## src/rtl/regfile_scoreboard.sv

```systemverilog
// Register file with write-through read bypass and per-register pending-write
// counters that stall issue on RAW hazards and counter saturation.
module regfile_scoreboard #(
  parameter int LEN_REGNO = 4,
  parameter int LEN_REG   = 32
) (
  input  logic                      clk,
  input  logic                      rst,
  input  logic                      wb_valid,
  input  logic                      do_wb,
  input  logic [LEN_REGNO-1:0]      wb_regno,
  input  logic [LEN_REG-1:0]        wb_data,
  input  logic [LEN_REGNO-1:0]      rs_regno,
  input  logic [LEN_REGNO-1:0]      rt_regno,
  output logic [LEN_REG-1:0]        rs_data,
  output logic [LEN_REG-1:0]        rt_data,
  input  logic                      issue_valid,
  input  logic                      issue_use_rs,
  input  logic                      issue_use_rt,
  input  logic                      issue_is_wb,
  input  logic [LEN_REGNO-1:0]      issue_rd_regno,
  output logic                      issue_stall,
  input  logic                      flush,
  output logic [2**LEN_REGNO-1:0]   busy_o
);

  localparam int NREG = 2 ** LEN_REGNO;

  logic [LEN_REG-1:0] regs     [NREG];
  logic [1:0]         cnt      [NREG];
  logic [1:0]         cnt_next [NREG];

  logic wr_en;
  logic rs_ready;
  logic rt_ready;
  logic rd_full;
  logic accept;

  assign wr_en = wb_valid & do_wb;

  assign rs_data = (wr_en && wb_regno == rs_regno) ? wb_data : regs[rs_regno];
  assign rt_data = (wr_en && wb_regno == rt_regno) ? wb_data : regs[rt_regno];

  // A single outstanding write is satisfied by a writeback landing this cycle.
  assign rs_ready = (cnt[rs_regno] == 2'd0) ||
                    (cnt[rs_regno] == 2'd1 && wr_en && wb_regno == rs_regno);
  assign rt_ready = (cnt[rt_regno] == 2'd0) ||
                    (cnt[rt_regno] == 2'd1 && wr_en && wb_regno == rt_regno);
  assign rd_full  = (cnt[issue_rd_regno] == 2'd3);

  assign issue_stall = issue_valid & ((issue_use_rs & ~rs_ready) |
                                      (issue_use_rt & ~rt_ready) |
                                      (issue_is_wb  & rd_full));
  assign accept      = issue_valid & ~issue_stall & ~flush;

  always_comb begin
    for (int i = 0; i < NREG; i++) begin
      logic inc;
      logic dec;
      inc = accept && issue_is_wb && issue_rd_regno == LEN_REGNO'(i);
      dec = wr_en && wb_regno == LEN_REGNO'(i) && cnt[i] != 2'd0;
      cnt_next[i] = cnt[i];
      if (inc && !dec) begin
        cnt_next[i] = cnt[i] + 2'd1;
      end else if (dec && !inc) begin
        cnt_next[i] = cnt[i] - 2'd1;
      end
    end
  end

  // Flush wipes bookkeeping only; the writeback itself still lands below.
  always_ff @(posedge clk or negedge rst) begin
    if (!rst) begin
      for (int i = 0; i < NREG; i++) begin
        cnt[i] <= 2'd0;
      end
    end else if (flush) begin
      for (int i = 0; i < NREG; i++) begin
        cnt[i] <= 2'd0;
      end
    end else begin
      for (int i = 0; i < NREG; i++) begin
        cnt[i] <= cnt_next[i];
      end
    end
  end

  always_ff @(posedge clk or negedge rst) begin
    if (!rst) begin
      for (int i = 0; i < NREG; i++) begin
        regs[i] <= '0;
      end
    end else if (wr_en) begin
      regs[wb_regno] <= wb_data;
    end
  end

  always_comb begin
    busy_o = '0;
    for (int i = 0; i < NREG; i++) begin
      busy_o[i] = (cnt[i] != 2'd0);
    end
  end

endmodule

```

## config.mk

```make
export PLATFORM = sky130hd
export DESIGN_NAME = regfile_scoreboard
export DESIGN_NICKNAME = d
export VERILOG_FILES = /design/src/rtl/regfile_scoreboard.sv
export SDC_FILE = /design/constraint.sdc
export NUM_CORES = 1
export LEC_CHECK = 0
export CAP_MARGIN = 10
export CORE_UTILIZATION = 35
export CTS_BUF_LIST = sky130_fd_sc_hd__clkbuf_16
export DETAILED_ROUTE_END_ITERATION = 8
export REMOVE_ABC_BUFFERS = 1
export SYNTH_ARGS = -nofsm -noshare
export SYNTH_HDL_FRONTEND = slang
export SYNTH_SLANG_ARGS = --single-unit
```

## constraint.sdc

```tcl
create_clock -name clk -period 3.5 [get_ports clk]
set_clock_uncertainty 0.2 [all_clocks]
set_input_delay 0.7 -clock clk [delete_from_list [all_inputs] [get_ports clk]]
set_output_delay 0.7 -clock clk [all_outputs]
set_load 0.005 [all_outputs]
```

# Yosys cells after proc, flatten, opt, wreduce, memory -nomap -nowiden
# Index checks and enable logic that the tools add are counted.
[word_totals] inputBits=57 output_inout_bits=81 elab_cells=332 register_bits=544
[classes] n_reduce_logical=158 n_lt_le_gt_ge=5 add_sub_neg=32 muxes=53 bitwise_logic=17 n_eq_ne=35
[op_table] op="$bwmux 512" count=1
[op_table] op="$bmux 32 s4" count=2
[op_table] op="$mux 32" count=8
[op_table] op="$demux 32 s4" count=1
[op_table] op="$logic_and 1x1->1" count=88
[op_table] op="$mux 2" count=38
[op_table] op="$eq 4x4->1 const B" count=16
[op_table] op="$reduce_bool 3->1" count=16
[op_table] op="$add 2x1->2 const B" count=16
[op_table] op="$eq 4x3->1 const B" count=8
[op_table] op="$logic_not 1->1" count=32
[op_table] op="$reduce_bool 2->1" count=16
[op_table] op="$sub 2x1->2 const B" count=16
[op_table] op="$bmux 2 s4" count=3
[op_table] op="$ge 5x5->1 const B" count=4
[op_table] op="$not 4->5" count=4
[op_table] op="$eq 4x2->1 const B" count=4
[op_table] op="$eq 4x1->1 const B" count=2
[op_table] op="$eq 4x4->1" count=2
[op_table] op="$logic_not 4->1" count=2
[op_table] op="$and 1x1->1" count=7
[op_table] op="$lt 5x1->1 const B" count=1
[op_table] op="$eq 2x1->1 const B" count=2
[op_table] op="$logic_not 2->1" count=2
[op_table] op="4 further kinds" count=9

# Longest topological paths before layout
# Gate-level depths: netlist (run 1).
[logic_depth] depth_word=23 depth_mapped=11

# Worst setup path after synthesis (run 1)
# OpenSTA, ideal clock, no wires.
[synth_path] kind="input to output" start="in rt_regno[0]" end="out rt_data[11]" cell_stages=6 path_slack_ps=-177 required_ps=2600 t_arrival_ps=2777 cell_sequence="buf_2 > buf_2 > buf_2 > mux4_2 > mux4_2 > mux2_2"
[synth_between] elab_chain_cells=5
[synth_rtl] element="start, declared" line_no="14" text="input logic [LEN_REGNO-1:0] rt_regno,"
[synth_rtl] element="$not 4->5 (implied by the code)" line_no="42" text="assign rt_data = (wr_en && wb_regno == rt_regno) ? wb_data : regs[rt_regno];"
[synth_rtl] element="$bmux 32 s4" line_no="42"
[synth_rtl] element="$mux 32 (implied by the code) (2 in series)" line_no="42"
[synth_rtl] element="$mux 32 (*)" line_no="42"
[synth_rtl] element="end, declared" line_no="16" text="output logic [LEN_REG-1:0] rt_data,"
# Mark *: on every way between the ends. The rest lies on a longest branch, timed or not. The select of a mux whose other input is x is not followed.

# Final worst setup path (run 1)
[layout_path] start="in rt_regno[0]" end="out rt_data[14]"
# The elaborated chain is that of the path after synthesis.

==> metrics.md, run 1 <==
| Metric | Value |
|---|---|
| Synth top cells by count | 544 x dfrtp_1, 529 x nand2_1, 358 x mux2_2 |
| Largest net degree at the start of global routing | between 100 and 150 |
| WP data required | 2.60 ns |
| Total Power | 18.9 mW |
| Cell taking the most area after synthesis | dfrtp_1 |
| Unrepaired setup endpoints after global routing | true |
| Worst r2r path cells | 10 |
| Number of CTS-inserted buffers | 58 |
| Kind of critical path | primary input to output pin |
| GRT Overall Usage | 22.9% |
| Final HPWL DP | 60500 µm |
| Sum of negative setup slack | -5.58 ns |
| Initial core utilization | about 36% |
| Routed WL | 101000 µm |
| Reg2reg setup slack | 0.58 ns |
| Post-synth EDFFs | 0 |
| Yosys warning total | 0 |
| First DRT Iteration DRCs | just under 2k |
| Worst reg2reg path endpoint | cnt[18] |
| Unique masters post-synth | 55 |
| Layout cells sized above 1 | a little under half |
| First-pass GRT wire length | ~150000 µm |
| Slew Viols, Final | 0 |
| Max clock buf depth | 3 |
| Clk_lat worst skew | 0.61 ns |
| Antenna cells | 0 |
| Initial antenna violation count | 0 |
| Cells after Synth | between 2k and 2.5k |
| Die H | 297 µm |
| Outcome | complete, but fails checks |
| Area contributors post-synth | dfrtp_1 45%, mux4_2 25%, mux2_2 13% |
| Final GP Congestion | between 0.8 and 0.9 |
| Antenna Violating Nets Remaining | 0 |
| IO Pins | ~140 |
| Clk root buf | clkbuf_16 |
| Maxcap violations | 0 |
| TritonCTS Sinks | approximately 540 |
| Crit Reg-Reg Startpoint | cnt[16] |
| Slew Limit Headroom | between 40% and 50% |
| I/O Buffers | 137 |
| Synth-to-layout area growth | 26.5% |
| Fmax | roughly 270 MHz |
| Final Worst Setup Slack | -0.198 ns |
| Htree depth | 2 |
| Global route overflow | 0 |
| CP max FO | 6 |
| Violated checks | negative setup slack |
| Min cycle time layout | 3.70 ns |
| Worst Hold End | regs[54] |
| Sequential area share after synthesis | ~45% |
| Drt first pass iters | 6 |
| HP Start | regs[54] |
| Residual DRC count | 0 |
| Nature of the critical path startpoint | primary input |
| Vias in the first global route | about 23k |
| Critical path arrival | between 2 and 3 ns |
| Async SR Flop Fraction | 100% |
| Cell with the most instances after synthesis | dfrtp_1 |
| Worst hold path class | flop to flop |
| DR vias/cell | 5.79 |
| Final-report setup violation count | slightly below 60 |
| Nets | approximately 2.7k |
| Worst vdd ir | about 380 µV |
| Die span in x | just under 300 µm |
| Die area | around 88000 µm² |
| P per Cell Area | 490 nW/µm² |
| Hold slack final | 0.288 ns |
| Syn avg cell area | 13.1 µm² |
| #FFs+latches synth | 544 |
| CTS tree | built |
| DR vias | around 22k |
| LEAKAGE | about 17 nW |
| Final core utilization | between 40 and 50% |
| Worst-Margin Slew | between 0.7 and 0.8 ns |
| Core Rows | between 100 and 150 |
| WL/cell | about 27 µm |
| Crit. End Element | output pin |
| Mapped Area | between 30000 and 40000 µm² |
| Top cell type's share of synthesized area | 44.6% |
| Period utilisation layout | 106% |
| Main synth FF type | dfrtp_1 |
| Core Area | approximately 86000 µm² |
| Reg clk slew, reported paths | 0.06 ns |
| Hold Crit Depth | 2 |
| Hold Vio Cnt, Final | 0 |
## layout by cell type (no fill, tap or decap), types with 9 or more instances in the layout
cell type and instances:
mux2_4 52, buf_6 77, xnor2_1 9, buf_16 20
nand2_1 521, clkinv_1 25, nor2_1 27, o21ai_0 15
mux2i_1 13, nor3_1 15, buf_12 81, buf_4 164
clkinv_2 9, or2_2 16, clkbuf_16 62, clkbuf_2 25
mux2_2 306, dfrtp_1 544, or3_1 11, buf_8 20
inv_1 16, mux4_2 334, nand4_1 12, mux2_1 62
a21oi_1 15, clkdlybuf4s50_1 60, nor4b_1 13
## metrics by stage
step / cell area, µm² / cells / worst slack [ns]
2_1_floorplan: 29500 / 2089 / -0.822
3_3_place_gp: 34900 / 3580 / -0.474
3_5_place_dp: 34900 / 3580 / -0.475
4_1_cts: 38500 / 3780 / -0.262
5_1_grt: 38600 / 3803 / -0.276
6_report: 38600 / 3803 / -0.198
## critical path, stage by stage
cell,delay (ns)
buf_16,0.10
buf_16,0.14
buf_12,0.15
buf_16,0.14
buf_8,0.11
mux4_2,0.50
mux4_2,0.53
mux2_4,0.29
buf_6,0.11
## cell families (layout without fill, tap and decap cells)
| kind of cell | Yosys count | after routing | share of synthesized area, % |
|---|---|---|---|
| multiplexers | 767 | 767 | 40.6 |
| AND/OR/NAND/NOR | 673 | 673 | 9.30 |
| flip-flops | 544 | 544 | 44.6 |
| buffers and inverters | 243 | 580 | 3.22 |
| AO/OA/AOI/OAI | 80 | 80 | 1.80 |
| XOR/XNOR | 15 | 15 | 0.431 |
## where the power goes
| part | switching (mW) | internal [mW] | total, mW | leakage (nW) |
|---|---|---|---|---|
| logic | 1.74 | 2.94 | 4.68 | 9.42 |
| clock network | 2.59 | 3.32 | 5.91 | 0.909 |
| registers | 0.862 | 7.44 | 8.30 | 7.02 |
## flip-flops by register name, indices dropped and copies added (netlist names)
register	count
regs	512
cnt	32
## area by class of cell
| type | instances | area [µm²] |
|---|---|---|
| fillers | 7564 | 47100 |
| multi-input cells | 1535 | 16200 |
| flip-flops and latches | 544 | 13600 |
| repair buffers | 463 | 5470 |
| clock buffers | 59 | 1480 |
| well taps | 1144 | 1430 |
| clock inverters | 48 | 305 |
| inverters | 10 | 42.5 |
## how the worst max path moves through the flow
stage	startpoint	to	depth (start not counted)
floorplan	wb_regno[1]	cnt[20]	5
global placement	issue_rd_regno[1]	issue_stall	7
detailed placement	issue_rd_regno[3]	issue_stall	7
CTS	rt_regno[0]	issue_stall	14
global route	rt_regno[0]	issue_stall	12
finish	rt_regno[0]	rt_data[14]	9
## routing by layer
layer / part of all wire (%) / track usage, % / up-vias
met4: 4.0 / 7.98 / 0
met3: 7.4 / 4.21 / 225
met5: 0 / 0 / -
met2: 48 / 37.1 / 964
met1: 41 / 30.8 / 11683
li1: - / - / 9152
## what timing repair did
| action | CTS | global route |
|---|---|---|
| cloned | 19 | 3 |
| endpoints found under the setup margin | 65 | 63 |
| hold buffers | 1 | 0 |
| hold endpoints to repair | 48 | 0 |
| pin swaps | 4 | 4 |
| buffers inserted | 77 | 39 |
| gates resized for setup | 383 | 75 |
Power figures use the tool's default switching activity.
==> run 2, diff against run 1 <==
--- a/config.mk
+++ b/config.mk
@@ -6,6 +6,7 @@
 export NUM_CORES = 1
 export LEC_CHECK = 0
 export CAP_MARGIN = 10
+export CORE_MARGIN = 5
 export CORE_UTILIZATION = 35
 export CTS_BUF_LIST = sky130_fd_sc_hd__clkbuf_16
 export DETAILED_ROUTE_END_ITERATION = 8
==> metrics.md, run 2 (synthesis results as in run 1) <==
| Metric | Value |
|---|---|
| Core Area | 86600 µm² (was 85700 µm²) |
| Final GP Congestion | 0.896 (was 0.877) |
| Crit Reg-Reg Startpoint | cnt[2] (was cnt[16]) |
| Filler cells | 7527 (was 7564) |
| Unrepaired setup endpoints after global routing | true (unchanged) |
| Final-report setup violation count | 37 (was 58) |
| P per Cell Area | 491 nW/µm² (was 490 nW/µm²) |
| Worst reg2reg path endpoint | cnt[20] (was cnt[18]) |
| DR vias | 22.3k (was 22.0k) |
| Hold Crit Depth | 2 (unchanged) |
| Die H | 305 µm (was 297 µm) |
| Kind of critical path | primary input to output pin (unchanged) |
| IO Pins | 138 (unchanged) |
| Cell Chain, Critical Path | buf_16 -> buf_16 -> buf_12 -> buf_16 -> buf_12 -> mux4_2 -> mux4_2 -> mux2_4 -> buf_6 (was buf_16 -> buf_16 -> buf_12 -> buf_16 -> buf_8 -> mux4_2 -> mux4_2 -> mux2_4 -> buf_6) |
| Synth-to-layout area growth | 27.4% (was 26.5%) |
| Die area | 93100 µm² (was 88300 µm²) |
| Sw Ratio | 27.8% (was 27.5%) |
| Core Rows | 108 (was 107) |
| Worst hold path class | flop to flop (unchanged) |
| Initial antenna violation count | 3 (was 0) |
| LEAKAGE | 17.5 nW (was 17.4 nW) |
| Crit-path most repeated cell | buf_16 (unchanged) |
| Sum of negative setup slack | -1.66 ns (was -5.58 ns) |
| First-pass GRT wire length | 155000 µm (was 153000 µm) |
| Hold slack final | 0.297 ns (was 0.288 ns) |
| CP max stage cell | mux4_2 (unchanged) |
| Drt first pass iters | 6 (unchanged) |
| Nature of the critical path startpoint | primary input (unchanged) |
| Global route overflow | 0 (unchanged) |
| Final Worst Setup Slack | -0.132 ns (was -0.198 ns) |
| Residual DRC count | 0 (unchanged) |
| Net Switching | 5.31 mW (was 5.20 mW) |
| Fmax | 275 MHz (was 270 MHz) |
| Worst r2r path cells | 11 (was 10) |
| Final core utilization | 44.8% (was 45.0%) |
| Reg2reg setup slack | 0.48 ns (was 0.58 ns) |
| Routed WL | 102000 µm (was 101000 µm) |
| Worst-Margin Slew | 0.724 ns (was 0.777 ns) |
| Register with the highest flop count | regs (unchanged) |
| Initial core utilization | 35.2% (was 35.6%) |
| I/O Buffers | 137 (unchanged) |
| Clk_lat worst skew | 0.63 ns (was 0.61 ns) |
| Biggest regs | regs x512, cnt x32 (unchanged) |
| Min cycle time layout | 3.63 ns (was 3.70 ns) |
| Hold Vio Cnt, Final | 0 (unchanged) |
| Nets | 2680 (was 2669) |
| Vias in the first global route | 23.6k (was 23.3k) |
| Slew Limit Headroom | 51.7% (was 48.2%) |
| Violated checks | negative setup slack (unchanged) |
| GRT Overall Usage | 21.6% (was 22.9%) |
| CP max FO | 4 (was 6) |
| Worst Hold End | regs[317] (was regs[54]) |
| Max FFs per register | 512 (unchanged) |
| HP Start | regs[317] (was regs[54]) |
| WP data required | 2.60 ns (about the same) |
| Reg clk slew, reported paths | 0.06 ns (about the same) |
| Antenna Violating Nets Remaining | 0 (unchanged) |
| Most frequent cells in the layout | 542 x dfrtp_1, 520 x nand2_1, 334 x mux4_2 (was 544 x dfrtp_1, 521 x nand2_1, 334 x mux4_2) |
| Slowest stage delay, CP | 0.53 ns (about the same) |
| Worst vdd ir | 388 µV (was 376 µV) |
| Crit. End Element | output pin (unchanged) |
| Largest net degree at the start of global routing | 89 (was 102) |
| First DRT Iteration DRCs | 2045 (was 1977) |
| Outcome | complete, but fails checks (unchanged) |
| Period utilisation layout | 104% (was 106%) |
| WL/cell | 26.6 µm (about the same) |
| Antenna cells | 0 (unchanged) |
| TritonCTS Sinks | 544 (unchanged) |
| Combinational Power Share | 25.0% (was 24.8%) |
| CTS tree | built (unchanged) |
| Htree depth | 2 (unchanged) |
| Clock network fraction of total power | 31.4% (was 31.3%) |
| Die span in x | 305 µm (was 297 µm) |
| Critical path arrival | 2.73 ns (was 2.80 ns) |
| Flop pwr share | 43.5% (was 43.9%) |
| Maxcap violations | 0 (unchanged) |
| Max clock buf depth | 3 (unchanged) |
| DR vias/cell | 5.83 (was 5.79) |
| Cell Int Power | 13.8 mW (was 13.7 mW) |
| Commonest non-fill, non-tap cell in the layout | dfrtp_1 (unchanged) |
| Final HPWL DP | 61500 µm (was 60500 µm) |
| Slew Viols, Final | 0 (unchanged) |
| Clk root buf | clkbuf_16 (unchanged) |
| Number of CTS-inserted buffers | 58 (unchanged) |
| Layout cells sized above 1 | 46.0% (was 45.4%) |
| Setup WS pre-CTS | -0.471 ns (was -0.475 ns) |
[run 2: final cells by class]
type / count / area (µm²) / area share [%]
Clock buffer: 58 / 1450 / 3.74
Clock inverter: 49 / 360 / 0.928
Inverter: 10 / 41.3 / 0.106
Multi-Input combinational cell: 1535 / 16300 / 41.9
Sequential cell: 544 / 13600 / 35.1
Tap cell: 1155 / 1450 / 3.72
Timing Repair Buffer: 474 / 5660 / 14.6
[run 2: through the flow]
| step | cell area [µm²] | instances | power, mW |
|---|---|---|---|
| final | 38800 | 3825 | 19.1 |
| after global routing | 38800 | 3825 | 19.9 |
| after CTS | 39000 | 3825 | 19.2 |
| after detailed placement | 35000 | 3616 | 12.8 |
| after global placement | 35000 | 3616 | 12.6 |
| after floorplan | 29500 | 2089 | 10.7 |
[run 2: worst max-delay path by stage]
stage | startpoint | endpoint | slack (ns)
global placement | issue_rd_regno[3] | issue_stall | -0.49
finish | rt_regno[0] | rt_data[24] | -0.13
detailed placement | rs_regno[0] | rs_data[15] | -0.47
floorplan | wb_regno[1] | cnt[20] | -0.82
CTS | rt_regno[0] | rt_data[24] | -0.15
global route | rt_regno[0] | rt_data[24] | -0.16
[run 2: power groups by stage]
stage                     logic (mW)  registers, mW  clock network, mW
final                           4.78           8.31               6.00
after global routing            5.12           8.44               6.36
after CTS                       4.81           8.26               6.10
after detailed placement        4.41           8.37                  0
after global placement          4.30           8.25                  0
after floorplan                 2.68           8.05                  0
[run 2: critical path, delay by kind of cell]
kind	cells	cell delay [ns]
muxes	3	1.30
buffers and inverters	6	0.72
[run 2: metal layers]
metal	routed length (µm)	track usage, %	vias up
met5	7	0	-
met3	8400	4.50	225
li1	-	-	9196
met2	48700	34.6	1116
met1	41300	29.8	11742
met4	3440	7.04	2
[run 2: timing repair]
item	in CTS	in global routing
pin swaps	6	6
endpoints found under the setup margin	65	55
resized for setup	442	41
endpoints found under the hold margin	61	0
setup buffers	84	21
gates cloned	18	1
hold buffers	1	0
==> run 3, diff against run 2 <==
--- a/config.mk
+++ b/config.mk
@@ -14,3 +14,4 @@
 export SYNTH_ARGS = -nofsm -noshare
 export SYNTH_HDL_FRONTEND = slang
 export SYNTH_SLANG_ARGS = --single-unit
+export TNS_END_PERCENT = 30
==> metrics.md, run 3 (synthesis results as in run 1) <==
| Metric | Value |
|---|---|
| Worst-Margin Slew | 0.719 ns (was 0.724 ns) |
| Clk root buf | clkbuf_16 (unchanged) |
| Maxcap violations | 0 (unchanged) |
| Placed Area | 35000 µm² (unchanged) |
| Reg2reg setup slack | 0.52 ns (was 0.48 ns) |
| Final Non-Filler Cells | 3811 (was 3825) |
| Worst reg2reg path endpoint | cnt[20] (unchanged) |
| Antenna Violating Nets Remaining | 0 (unchanged) |
| Biggest regs | regs x512, cnt x32 (unchanged) |
| I/O Buffers | 137 (unchanged) |
| Antenna cells | 0 (unchanged) |
| Period utilisation layout | 104% (about the same) |
| Fin area | 38600 µm² (was 38800 µm²) |
| Sum of negative setup slack | -1.73 ns (was -1.66 ns) |
| WP data required | 2.60 ns (about the same) |
| Register with the highest flop count | regs (unchanged) |
| Vias in the first global route | 23.4k (was 23.6k) |
| CTS tree | built (unchanged) |
| Die H | 305 µm (unchanged) |
| Commonest non-fill, non-tap cell in the layout | dfrtp_1 (unchanged) |
| Final GP Congestion | 0.896 (unchanged) |
| First-pass GRT wire length | 154000 µm (was 155000 µm) |
| DR vias | 22.2k (was 22.3k) |
| TritonCTS Sinks | 544 (unchanged) |
| Crit Reg-Reg Startpoint | cnt[31] (was cnt[2]) |
| GRT Overall Usage | 21.5% (was 21.6%) |
| Core Rows | 108 (unchanged) |
| Die area | 93100 µm² (unchanged) |
| Violated checks | negative setup slack (unchanged) |
| Initial antenna violation count | 4 (was 3) |
| Min cycle time layout | 3.65 ns (was 3.63 ns) |
| Drt first pass iters | 5 (was 6) |
| Initial core utilization | 35.2% (unchanged) |
| Worst r2r path cells | 9 (was 11) |
| Layout cells sized above 1 | 45.9% (was 46.0%) |
| Unrepaired setup endpoints after global routing | true (unchanged) |
| Critical path arrival | 2.75 ns (was 2.73 ns) |
| Placed cells | 3616 (unchanged) |
| IO Pins | 138 (unchanged) |
| Final Worst Setup Slack | -0.148 ns (was -0.132 ns) |
| Kind of critical path | primary input to output pin (unchanged) |
| Number of CTS-inserted buffers | 58 (unchanged) |
| Global route overflow | 0 (unchanged) |
| Total Power | 19.0 mW (was 19.1 mW) |
| Worst Hold End | regs[317] (unchanged) |
| Worst hold path class | flop to flop (unchanged) |
| Routed WL | 102000 µm (about the same) |
| Nature of the critical path startpoint | primary input (unchanged) |
| First DRT Iteration DRCs | 1857 (was 2045) |
| Final HPWL DP | 61500 µm (unchanged) |
| Worst vdd ir | 384 µV (was 388 µV) |
| P per Cell Area | 492 nW/µm² (was 491 nW/µm²) |
| Slew Limit Headroom | 52.0% (was 51.7%) |
| Outcome | complete, but fails checks (unchanged) |
| Final core utilization | 44.6% (was 44.8%) |
| HP Start | regs[317] (unchanged) |
| Hold slack final | 0.290 ns (was 0.297 ns) |
| Core Area | 86600 µm² (unchanged) |
| Synth-to-layout area growth | 26.6% (was 27.4%) |
| DR vias/cell | 5.82 (was 5.83) |
| WL/cell | 26.7 µm (was 26.6 µm) |
| Hold Crit Depth | 2 (unchanged) |
| Setup WS pre-CTS | -0.471 ns (unchanged) |
| Htree depth | 2 (unchanged) |
| Fmax | 274 MHz (was 275 MHz) |
| Hold Vio Cnt, Final | 0 (unchanged) |
| Slew Viols, Final | 0 (unchanged) |
| Max FFs per register | 512 (unchanged) |
| Reg clk slew, reported paths | 0.06 ns (about the same) |
| Die span in x | 305 µm (unchanged) |
| Residual DRC count | 0 (unchanged) |
| Max clock buf depth | 3 (unchanged) |
| Clk_lat worst skew | 0.64 ns (was 0.63 ns) |
| Final-report setup violation count | 37 (unchanged) |
| LEAKAGE | 17.4 nW (was 17.5 nW) |
| Critical path origin | rt_regno[0] (unchanged) |
| Crit. End Element | output pin (unchanged) |
| Nets | 2666 (was 2680) |
| CP max FO | 5 (was 4) |
| Most frequent cells in the layout | 542 x dfrtp_1, 520 x nand2_1, 334 x mux4_2 (unchanged) |
| Largest net degree at the start of global routing | 89 (unchanged) |
==> run 3: changes by cell type in the layout (fill, tap and decap cells not counted), sizes merged <==
cell / delta
clkdlybuf4s15: -5
dlygate4sd2: +1
clkbuf: +19
dlymetal6s2s: +3
buf: -30
clkdlybuf4s50: -2
==> run 3: worst max-delay path, cell delays in order <==
cell and delay [ns]:
buf_16 0.12, buf_16 0.14, buf_12 0.14, buf_16 0.12, buf_12 0.11, mux4_2 0.49, mux4_2 0.52, mux2_4 0.28
buf_6 0.12
==> run 3: how the worst max path moves through the flow <==
stage	slack [ns]	end
4_1_cts	-0.18	rt_data[16]
2_1_floorplan	-0.82	cnt[20]
6_report	-0.15	rt_data[24]
3_5_place_dp	-0.47	rs_data[15]
3_3_place_gp	-0.49	issue_stall
5_1_grt	-0.17	rt_data[24]
==> run 3: cell type report <==
type | count | area, µm²
clock inverters | 49 | 360
inverters | 10 | 41.3
multi-input cells | 1535 | 16300
flip-flops and latches | 544 | 13600
repair buffers | 460 | 5440
well taps | 1155 | 1450
clock buffers | 58 | 1450
fillers | 7562 | 48000
==> run 3: metal layers <==
metal,track usage (%),wire (µm),up-vias
li1,-,-,9179
met1,29.6,41700,11736
met2,34.4,48300,1028
met3,4.68,7990,218
met4,6.85,3640,2
met5,0,7,-
==> run 3: what timing repair did <==
item,in CTS,in global routing
resized for setup,360,58
gates cloned,18,0
hold buffers,1,0
setup buffers,65,9
setup endpoints to repair,65,58
pin swaps,6,3
endpoints found under the hold margin,61,0
==> run 3: where the power goes <==
part,internal (mW),total (mW),leakage (nW),switching [mW]
Clock,3.31,6.01,0.940,2.70
Combinational,2.94,4.69,9.44,1.74
Sequential,7.44,8.31,7.02,0.870
Total,13.7,19.0,17.4,5.32
